===== src/rtl/vga_rect_fill.sv =====
// vga_rect_fill: fills an axis-aligned rectangle by emitting one pixel strobe
// per point, scanning column-major (y increments fastest), with a
// programmable number of idle cycles between pixels.
//
// Ports:
//   CLOCK_50            system clock
//   reset               synchronous, active-high
//   start               request pulse, accepted only in IDLE
//   mode                0 solid, 1 colour-cycle, 2 clear (colour 0), 3 screen reset
//   x0, x1, y0, y1      rectangle corners (any order; clamped to X_MAX/Y_MAX)
//   colour_in           fill colour for mode 0
//   div                 idle cycles between consecutive pixels
//   x, y, colour, plot  pixel output; x/y/colour hold their values while plot=0
//   vga_resetn          active-low one-cycle screen-clear pulse (mode 3)
//   busy                operation in progress
//   done                one-cycle completion pulse
//
// state     | meaning
// ----------+-----------------------------------------------
// IDLE      | waiting for start
// PLOT      | plot=1 this cycle, x/y/colour valid
// WAIT      | pacing gap of div cycles between pixels
// RSTPULSE  | vga_resetn=0 for one cycle
// DONE      | done=1, busy=0 for one cycle
module vga_rect_fill #(
    parameter int X_W   = 8,
    parameter int Y_W   = 7,
    parameter int C_W   = 3,
    parameter int X_MAX = 159,
    parameter int Y_MAX = 119,
    parameter int DIV_W = 10
) (
    input  logic             CLOCK_50,
    input  logic             reset,
    input  logic             start,
    input  logic [1:0]       mode,
    input  logic [X_W-1:0]   x0,
    input  logic [X_W-1:0]   x1,
    input  logic [Y_W-1:0]   y0,
    input  logic [Y_W-1:0]   y1,
    input  logic [C_W-1:0]   colour_in,
    input  logic [DIV_W-1:0] div,
    output logic [X_W-1:0]   x,
    output logic [Y_W-1:0]   y,
    output logic [C_W-1:0]   colour,
    output logic             plot,
    output logic             vga_resetn,
    output logic             busy,
    output logic             done
);

    typedef enum logic [2:0] {
        S_IDLE, S_PLOT, S_WAIT, S_RSTPULSE, S_DONE
    } state_t;

    localparam logic [X_W-1:0] XM    = X_W'(X_MAX);
    localparam logic [Y_W-1:0] YM    = Y_W'(Y_MAX);
    localparam logic [C_W-1:0] C_ONE = C_W'(1);
    localparam logic [C_W-1:0] C_TOP = {C_W{1'b1}};

    state_t           state_q, state_d;
    logic [X_W-1:0]   x_q, x_d, xlo_q, xlo_d, xhi_q, xhi_d;
    logic [Y_W-1:0]   y_q, y_d, ylo_q, ylo_d, yhi_q, yhi_d;
    logic [C_W-1:0]   colour_q, colour_d;
    logic [1:0]       mode_q, mode_d;
    logic [DIV_W-1:0] div_q, div_d, cnt_q, cnt_d;
    logic             plot_q, plot_d, vga_resetn_q, vga_resetn_d;
    logic             busy_q, busy_d, done_q, done_d;

    logic [X_W-1:0] xa, xb, x_nx;
    logic [Y_W-1:0] ya, yb, y_nx;
    logic [C_W-1:0] c_nx;
    logic           last_px;

    always_comb begin
        xa = (x0 > XM) ? XM : x0;
        xb = (x1 > XM) ? XM : x1;
        ya = (y0 > YM) ? YM : y0;
        yb = (y1 > YM) ? YM : y1;

        // next pixel in column-major order; x only advances below xhi so it
        // can never pass the clamped bound
        last_px = (x_q == xhi_q) && (y_q == yhi_q);
        if (y_q == yhi_q) begin
            y_nx = ylo_q;
            x_nx = x_q + X_W'(1);
        end else begin
            y_nx = y_q + Y_W'(1);
            x_nx = x_q;
        end
        // colour-cycle skips 0 so cycled pixels are never black
        if (mode_q == 2'd1)
            c_nx = (colour_q == C_TOP) ? C_ONE : colour_q + C_ONE;
        else
            c_nx = colour_q;
    end

    always_comb begin
        state_d      = state_q;
        x_d          = x_q;
        y_d          = y_q;
        colour_d     = colour_q;
        xlo_d        = xlo_q;
        xhi_d        = xhi_q;
        ylo_d        = ylo_q;
        yhi_d        = yhi_q;
        mode_d       = mode_q;
        div_d        = div_q;
        cnt_d        = cnt_q;
        plot_d       = 1'b0;
        vga_resetn_d = 1'b1;
        busy_d       = busy_q;
        done_d       = 1'b0;

        case (state_q)
            S_IDLE: begin
                if (start) begin
                    xlo_d  = (xa < xb) ? xa : xb;
                    xhi_d  = (xa < xb) ? xb : xa;
                    ylo_d  = (ya < yb) ? ya : yb;
                    yhi_d  = (ya < yb) ? yb : ya;
                    mode_d = mode;
                    div_d  = div;
                    busy_d = 1'b1;
                    if (mode == 2'd3) begin
                        state_d      = S_RSTPULSE;
                        vga_resetn_d = 1'b0;
                    end else begin
                        state_d = S_PLOT;
                        plot_d  = 1'b1;
                        x_d     = (xa < xb) ? xa : xb;
                        y_d     = (ya < yb) ? ya : yb;
                        case (mode)
                            2'd1:    colour_d = C_ONE;
                            2'd2:    colour_d = '0;
                            default: colour_d = colour_in;
                        endcase
                    end
                end
            end
            S_PLOT: begin
                if (last_px) begin
                    state_d = S_DONE;
                    done_d  = 1'b1;
                    busy_d  = 1'b0;
                end else if (div_q == '0) begin
                    plot_d   = 1'b1;
                    x_d      = x_nx;
                    y_d      = y_nx;
                    colour_d = c_nx;
                end else begin
                    state_d = S_WAIT;
                    cnt_d   = div_q;
                end
            end
            S_WAIT: begin
                if (cnt_q == DIV_W'(1)) begin
                    state_d  = S_PLOT;
                    plot_d   = 1'b1;
                    x_d      = x_nx;
                    y_d      = y_nx;
                    colour_d = c_nx;
                end else begin
                    cnt_d = cnt_q - DIV_W'(1);
                end
            end
            S_RSTPULSE: begin
                state_d = S_DONE;
                done_d  = 1'b1;
                busy_d  = 1'b0;
            end
            S_DONE: begin
                state_d = S_IDLE;
            end
            default: begin
                state_d = S_IDLE;
                busy_d  = 1'b0;
            end
        endcase
    end

    always_ff @(posedge CLOCK_50) begin
        if (reset) begin
            state_q      <= S_IDLE;
            x_q          <= '0;
            y_q          <= '0;
            colour_q     <= '0;
            xlo_q        <= '0;
            xhi_q        <= '0;
            ylo_q        <= '0;
            yhi_q        <= '0;
            mode_q       <= '0;
            div_q        <= '0;
            cnt_q        <= '0;
            plot_q       <= 1'b0;
            vga_resetn_q <= 1'b1;
            busy_q       <= 1'b0;
            done_q       <= 1'b0;
        end else begin
            state_q      <= state_d;
            x_q          <= x_d;
            y_q          <= y_d;
            colour_q     <= colour_d;
            xlo_q        <= xlo_d;
            xhi_q        <= xhi_d;
            ylo_q        <= ylo_d;
            yhi_q        <= yhi_d;
            mode_q       <= mode_d;
            div_q        <= div_d;
            cnt_q        <= cnt_d;
            plot_q       <= plot_d;
            vga_resetn_q <= vga_resetn_d;
            busy_q       <= busy_d;
            done_q       <= done_d;
        end
    end

    assign x          = x_q;
    assign y          = y_q;
    assign colour     = colour_q;
    assign plot       = plot_q;
    assign vga_resetn = vga_resetn_q;
    assign busy       = busy_q;
    assign done       = done_q;

endmodule


===== config.mk =====
export PLATFORM = sky130hd
export DESIGN_NAME = vga_rect_fill
export DESIGN_NICKNAME = d
export VERILOG_FILES = /design/src/rtl/vga_rect_fill.sv
export SDC_FILE = /design/constraint.sdc
export NUM_CORES = 1
export LEC_CHECK = 0
export BUFFER_PORTS_ARGS = -buffer_cell sky130_fd_sc_hd__clkbuf_2
export CORE_UTILIZATION = 30
export DETAILED_ROUTE_END_ITERATION = 16
export PLACE_DENSITY = 0.49
export SYNTH_ARGS = -nofsm -noshare
export SYNTH_HDL_FRONTEND = slang
export SYNTH_SLANG_ARGS = --single-unit
export TNS_END_PERCENT = 100

===== constraint.sdc =====
create_clock -name CLOCK_50 -period 2.3 [get_ports CLOCK_50]
set_input_delay 0.115 -clock CLOCK_50 [delete_from_list [all_inputs] [get_ports CLOCK_50]]
set_output_delay 0.115 -clock CLOCK_50 [all_outputs]
set_load 0.05 [all_outputs]

Yosys cells after proc, flatten, opt, wreduce, memory -nomap -nowiden
Cells that the tools add are included.
{ "word_totals": {"register_bits": 69} }
{ "classes": {"addsub": 4, "bitwise_logic": 3, "n_reduce_logical": 12, "n_lt_le_gt_ge": 6, "n_eq_ne": 21, "muxes": 52} }
{ "op_table": {"columns": ["operator", "n"], "rows": [
  ["$mux 8", 10],
  ["$mux 7", 10],
  ["$mux 3", 11],
  ["$mux 10", 3],
  ["$pmux 8 s3", 1],
  ["$pmux 7 s3", 1],
  ["$pmux 10 s2", 1],
  ["$gt 8x8->1 const B", 2],
  ["$ne 2x2->1 const B", 8],
  ["$gt 7x7->1 const B", 2],
  ["$pmux 3 s4", 1],
  ["$eq 10x1->1 const B", 1],
  ["$logic_not 10->1", 1],
  ["$sub 10x1->10 const B", 1],
  ["$pmux 3 s3", 1],
  ["$add 8x1->8 const B", 1],
  ["$eq 8x8->1", 1],
  ["$lt 8x8->1", 1],
  ["$mux 1", 8],
  ["$add 7x1->7 const B", 1],
  ["$eq 7x7->1", 1],
  ["$lt 7x7->1", 1],
  ["$eq 3x2->1 const B", 2],
  ["$eq 3x3->1 const B", 2],
  ["other kinds (20)", 26]
]} }

Logic depth before layout (Yosys ltp)
{ "depth": {"ltp_word": 7, "depth_mapped": 11, "depth_no_buf": 10} }

Least setup slack after synthesis
OpenSTA, ideal clock, no wires.
{ "synth_path": {"kind": "flip-flop to flip-flop", "startpoint": "register y_q[0], in the netlist y[0]", "endpoint": "register cnt_q[1]", "setup_time_ns": 0.123, "synth_period_minus_slack_ns": 2.533, "n_path_buf": 1, "setup_slack_ns": -0.233, "arrival_time_ns": 2.410, "stages_incl_launch_ff": 8, "t_required_ns": 2.177, "path_cell_list": "dfxtp_1 -> xor2_1 -> or4_4 -> nand4bb_4 -> a21oi_1 -> nand2b_1 -> buf_4 -> mux2_1"} }
{ "synth_between": {"elab_chain_cells": 4} }
{ "synth_rtl": {"columns": ["element", "line", "source"], "rows": [
  ["start, declared", "63", "logic [Y_W-1:0] y_q, y_d, ylo_q, ylo_d, yhi_q, yhi_d;"],
  ["start signal, assigned", "202", "y_q <= y_d;"],
  ["$eq 7x7->1", "83", "last_px = (x_q == xhi_q) && (y_q == yhi_q);"],
  ["$logic_and 1x1->1", "83", null],
  ["$ne 2x2->1 (no line)", null, null],
  ["$reduce_and 4->1 (no line)", null, null],
  ["end signal, assigned", "210", "cnt_q <= cnt_d;"],
  ["end, declared", "66", "logic [DIV_W-1:0] div_q, div_d, cnt_q, cnt_d;"]
]} }
No other way between the ends.
A chain may end at the register's enable or synchronous reset.

Worst setup path in the final report
{ "layout_path": {"startpoint": "register y_q[5], in the netlist y[5]", "endpoint": "register y_q[4], in the netlist y[4]"} }
{ "layout_between": {"elab_chain_cells": 5, "elab_cells_between_ends": 9, "cone_classes": "eq/ne: 2; mux: 5; reduce/logical: 2"} }
{ "layout_rtl": {"columns": ["element", "line", "source"], "rows": [
  ["$eq 7x7->1 (*)", "83, 84", null],
  ["$mux 7", "84", "if (y_q == yhi_q) begin"],
  ["$mux 7", "146", "end else if (div_q == '0) begin"],
  ["$mux 7", "142", "if (last_px) begin"],
  ["$pmux 7 s3", "115", "case (state_q)"]
]} }
Mark *: on every way between the ends. The rest lies on a longest branch, timed or not. The select of a mux whose other input is x is not followed.

==> reports/metrics.yaml <==
outcome: "complete, but fails checks"
violations: "DRC"
hold_viol_final: 0
initial_core_util_pct: 31.11
vias_per_cell: 5.236
antenna_cells: 0
drt_iter0_drc: 349
grt_pass1_wl_um: 22520
finalWeightedCongestion: 0.8586
fmax_mhz: 458.7
yosys_most_used_dff: "dfxtp_1"
finalSetupViolations: 0
ys_ff_latch: 69
cts_buffers: 9
overflow: 0
die_y_um: 125.7
synthDistinctLibCells: 68
leakagePower_uw: 0.002651
die-area_um2: 15800
num_vias: 4723
antenna_found_initial: 0
cp.arrival_ns: 2.40
fin_crit_ns: 2.180
drc: 3
drive_above_1_share_pct: 28.27
worst_hold_path_type: "input port to register"
worst_slew_pin_slew_ns: 0.4795
io-pin-count: 70
area_growth_pct: 32.12
ys_seq_area_share_pct: 30.10
cp_max_fo: 8
avgSynthCellArea_um2: 7.872
slew_viol_final: 0
crit_path_max_incr_delay_ns: 0.53
critPathTopFamily: "simple AND/OR/NAND/NOR gates"
relSlewSlack_pct: 68.04
grtUsageMet3_pct: 2.464
grtUsageMet2_pct: 29.38
grt_max_degree: 47
rr_startpoint: "y[5]$_SDFFE_PP0P_"
num_rows: 44
synth_area_um2: 4589
coreArea_um2: 14750
track_usage_pct: 17.86
cts_tree: "built"
clk_pin_slew_worst_paths_ns: 0.06
final_common_cell: "buf_4"
critPathSlowestCell: "or4_4"
clock_skew_ns: 0.002973
ant_nets: 0
cp-end-kind: "register"
clock_latency_ns: 0.33
worstPathRequired_ns: 2.52
portBuffers: 69
crit_path_start_kind: "register"
fin_ws_ns: 0.1197
dieWidth_um: 125.7
wl_per_cell_um: 15.44
final_core_util_pct: 41.10
fin_nets: 783
powerDensity_nw_per_um2: 1005
clock_sinks: 69
synth_edf_count: 0
yosysWarnings: 0
path_buf_inv: 1
synthesis.nets: 652
pre_cts_ws_ns: -0.1345
busiest_layer: "met2"
ctsRootBufferMaster: "clkbuf_16"
route.final.wire_length_um: 13930
gr-usage-met1_pct: 23.85
grt_pass1_vias: 4519
cp-startpoint: "y[5]$_SDFFE_PP0P_"
place_hpwl_um: 10620
crit_type: "register to register"
async_flop_share_pct: 0
ir_drop_mv: 0.5057
fin_crit_sh_pct: 94.80
final_cell_mix: "81 x buf_4, 74 x nand2_1, 69 x clkbuf_2"
cts_max_path_buffers: 2
crit_path_cell_trace: "xor2_1 -> or4_4 -> nor2_4 -> buf_4 -> mux2_1 -> a21oi_1 -> a211oi_1"
min_from: "div[0]"
postSynthCellCount: 583
first_pass_iters: 11
drv_cap: 0
htree_levels: 3
num-fill-cells: 1535
[final cells by class]
| type | count | area [um^2] | share of cell area (%) |
|---|---|---|---|
| Sequential cell | 69 | 1390 | 22.93 |
| Multi-Input combinational cell | 451 | 2988 | 49.28 |
| Clock buffer | 10 | 239.0 | 3.941 |
| Timing Repair Buffer | 159 | 1065 | 17.56 |
| Inverter | 24 | 90.09 | 1.486 |
| Tap cell | 184 | 230.2 | 3.797 |
| Clock inverter | 5 | 61.31 | 1.011 |
[cell usage after synthesis (all sizes together) (2+ instances only)]
master | instances | share of area [%]
nor3 | 18 | 2.0
o21ai | 29 | 3.2
ha | 21 | 5.7
mux2 | 14 | 3.4
nand3 | 20 | 2.3
o211ai | 16 | 2.6
a32o | 2 | 0.44
mux2i | 14 | 3.1
buf | 10 | 1.2
a22oi | 3 | 0.60
nor4b | 2 | 0.38
o311ai | 3 | 0.57
dfxtp | 69 | 30
and2 | 2 | 0.27
a21oi | 45 | 4.9
a211oi | 17 | 3.1
o2bb2ai | 2 | 0.38
nor3b | 3 | 0.60
a311oi | 6 | 1.1
nand2b | 10 | 1.4
or2 | 2 | 0.27
xor2 | 17 | 3.2
or3 | 2 | 0.27
o31ai | 11 | 1.9
nor2 | 48 | 4.3
and3 | 4 | 0.55
o21a | 6 | 1.0
or4 | 3 | 0.65
nand4 | 5 | 0.68
nor2b | 7 | 0.95
a2111oi | 4 | 0.90
a31oi | 4 | 0.55
xnor2 | 4 | 0.76
nand3b | 3 | 0.49
inv | 24 | 2.0
nor4 | 10 | 1.8
a21o | 4 | 0.65
clkbuf | 29 | 2.4
nand2 | 75 | 6.1
o32ai | 2 | 0.38
[worst paths after layout]
path,to,slack (ns),cells after the start
worst max-delay path,y[4]$_SDFFE_PP0P_,0.12,7
worst min-delay path,div_q[0]$_SDFFE_PP0P_,0.01,3
worst max register to register,y[4]$_SDFFE_PP0P_,0.12,7
worst min register to register,xhi_q[2]$_SDFFE_PP0P_,0.46,2
[power breakdown]
part	switching [uW]	internal (uW)	total (uW)
clock	539	864	1400
sequential	226	1450	1670
combinational	1840	1170	3020
[through the flow]
stage	total power [uW]	TNS, ns	instances	hold WS, ns	cell area, um^2
global placement	4618	-0.3414	878	0.3448	5643
floorplan	3651	-0.007416	583	0.2510	4601
global route	6453	-0.004153	902	0.01355	6063
CTS	6079	0	899	0.003964	6003
finish	6096	0	902	0.01267	6063
detailed placement	4652	-0.9102	878	0.3516	5643
[flip-flops by register name, summed over array words and instances, names as in the netlist, 2 cells and up]
signal	count
cnt_q	10
div_q	10
x	8
xhi_q	8
y	7
yhi_q	7
ylo_q	7
colour	3
state_q	3
mode_q	2
[tightest hold or removal path, cell delays in order]
cell and delay (ns):
clkbuf_2 0.08, nand2_1 0.05, a21oi_1 0.05
[logic make-up (layout without fill, tap and decap cells)]
kind of cell | count (synthesis) | count (layout) | share of synthesized area, %
simple gates | 216 | 216 | 23.69
compound gates | 165 | 165 | 24.46
flops | 69 | 69 | 30.10
buf+inv | 63 | 198 | 5.534
mux | 28 | 28 | 6.488
fa+ha+maj | 21 | 21 | 5.725
xor+xnor | 21 | 21 | 4.007
[routing by layer]
metal / up-vias / wire length (um)
met1: 2223 / 6735
met2: 105 / 6476
li1: 2382 / -
met5: - / 0
met3: 13 / 534
met4: 0 / 180
[timing repair]
item | CTS | global route
setup endpoints to repair | 0 | 12
endpoints found under the hold margin | 6 | 0
gates resized for setup | 0 | 8
hold buffers | 6 | 0
buffers inserted | 0 | 3
No activity file was read; power rests on OpenSTA's default activity.
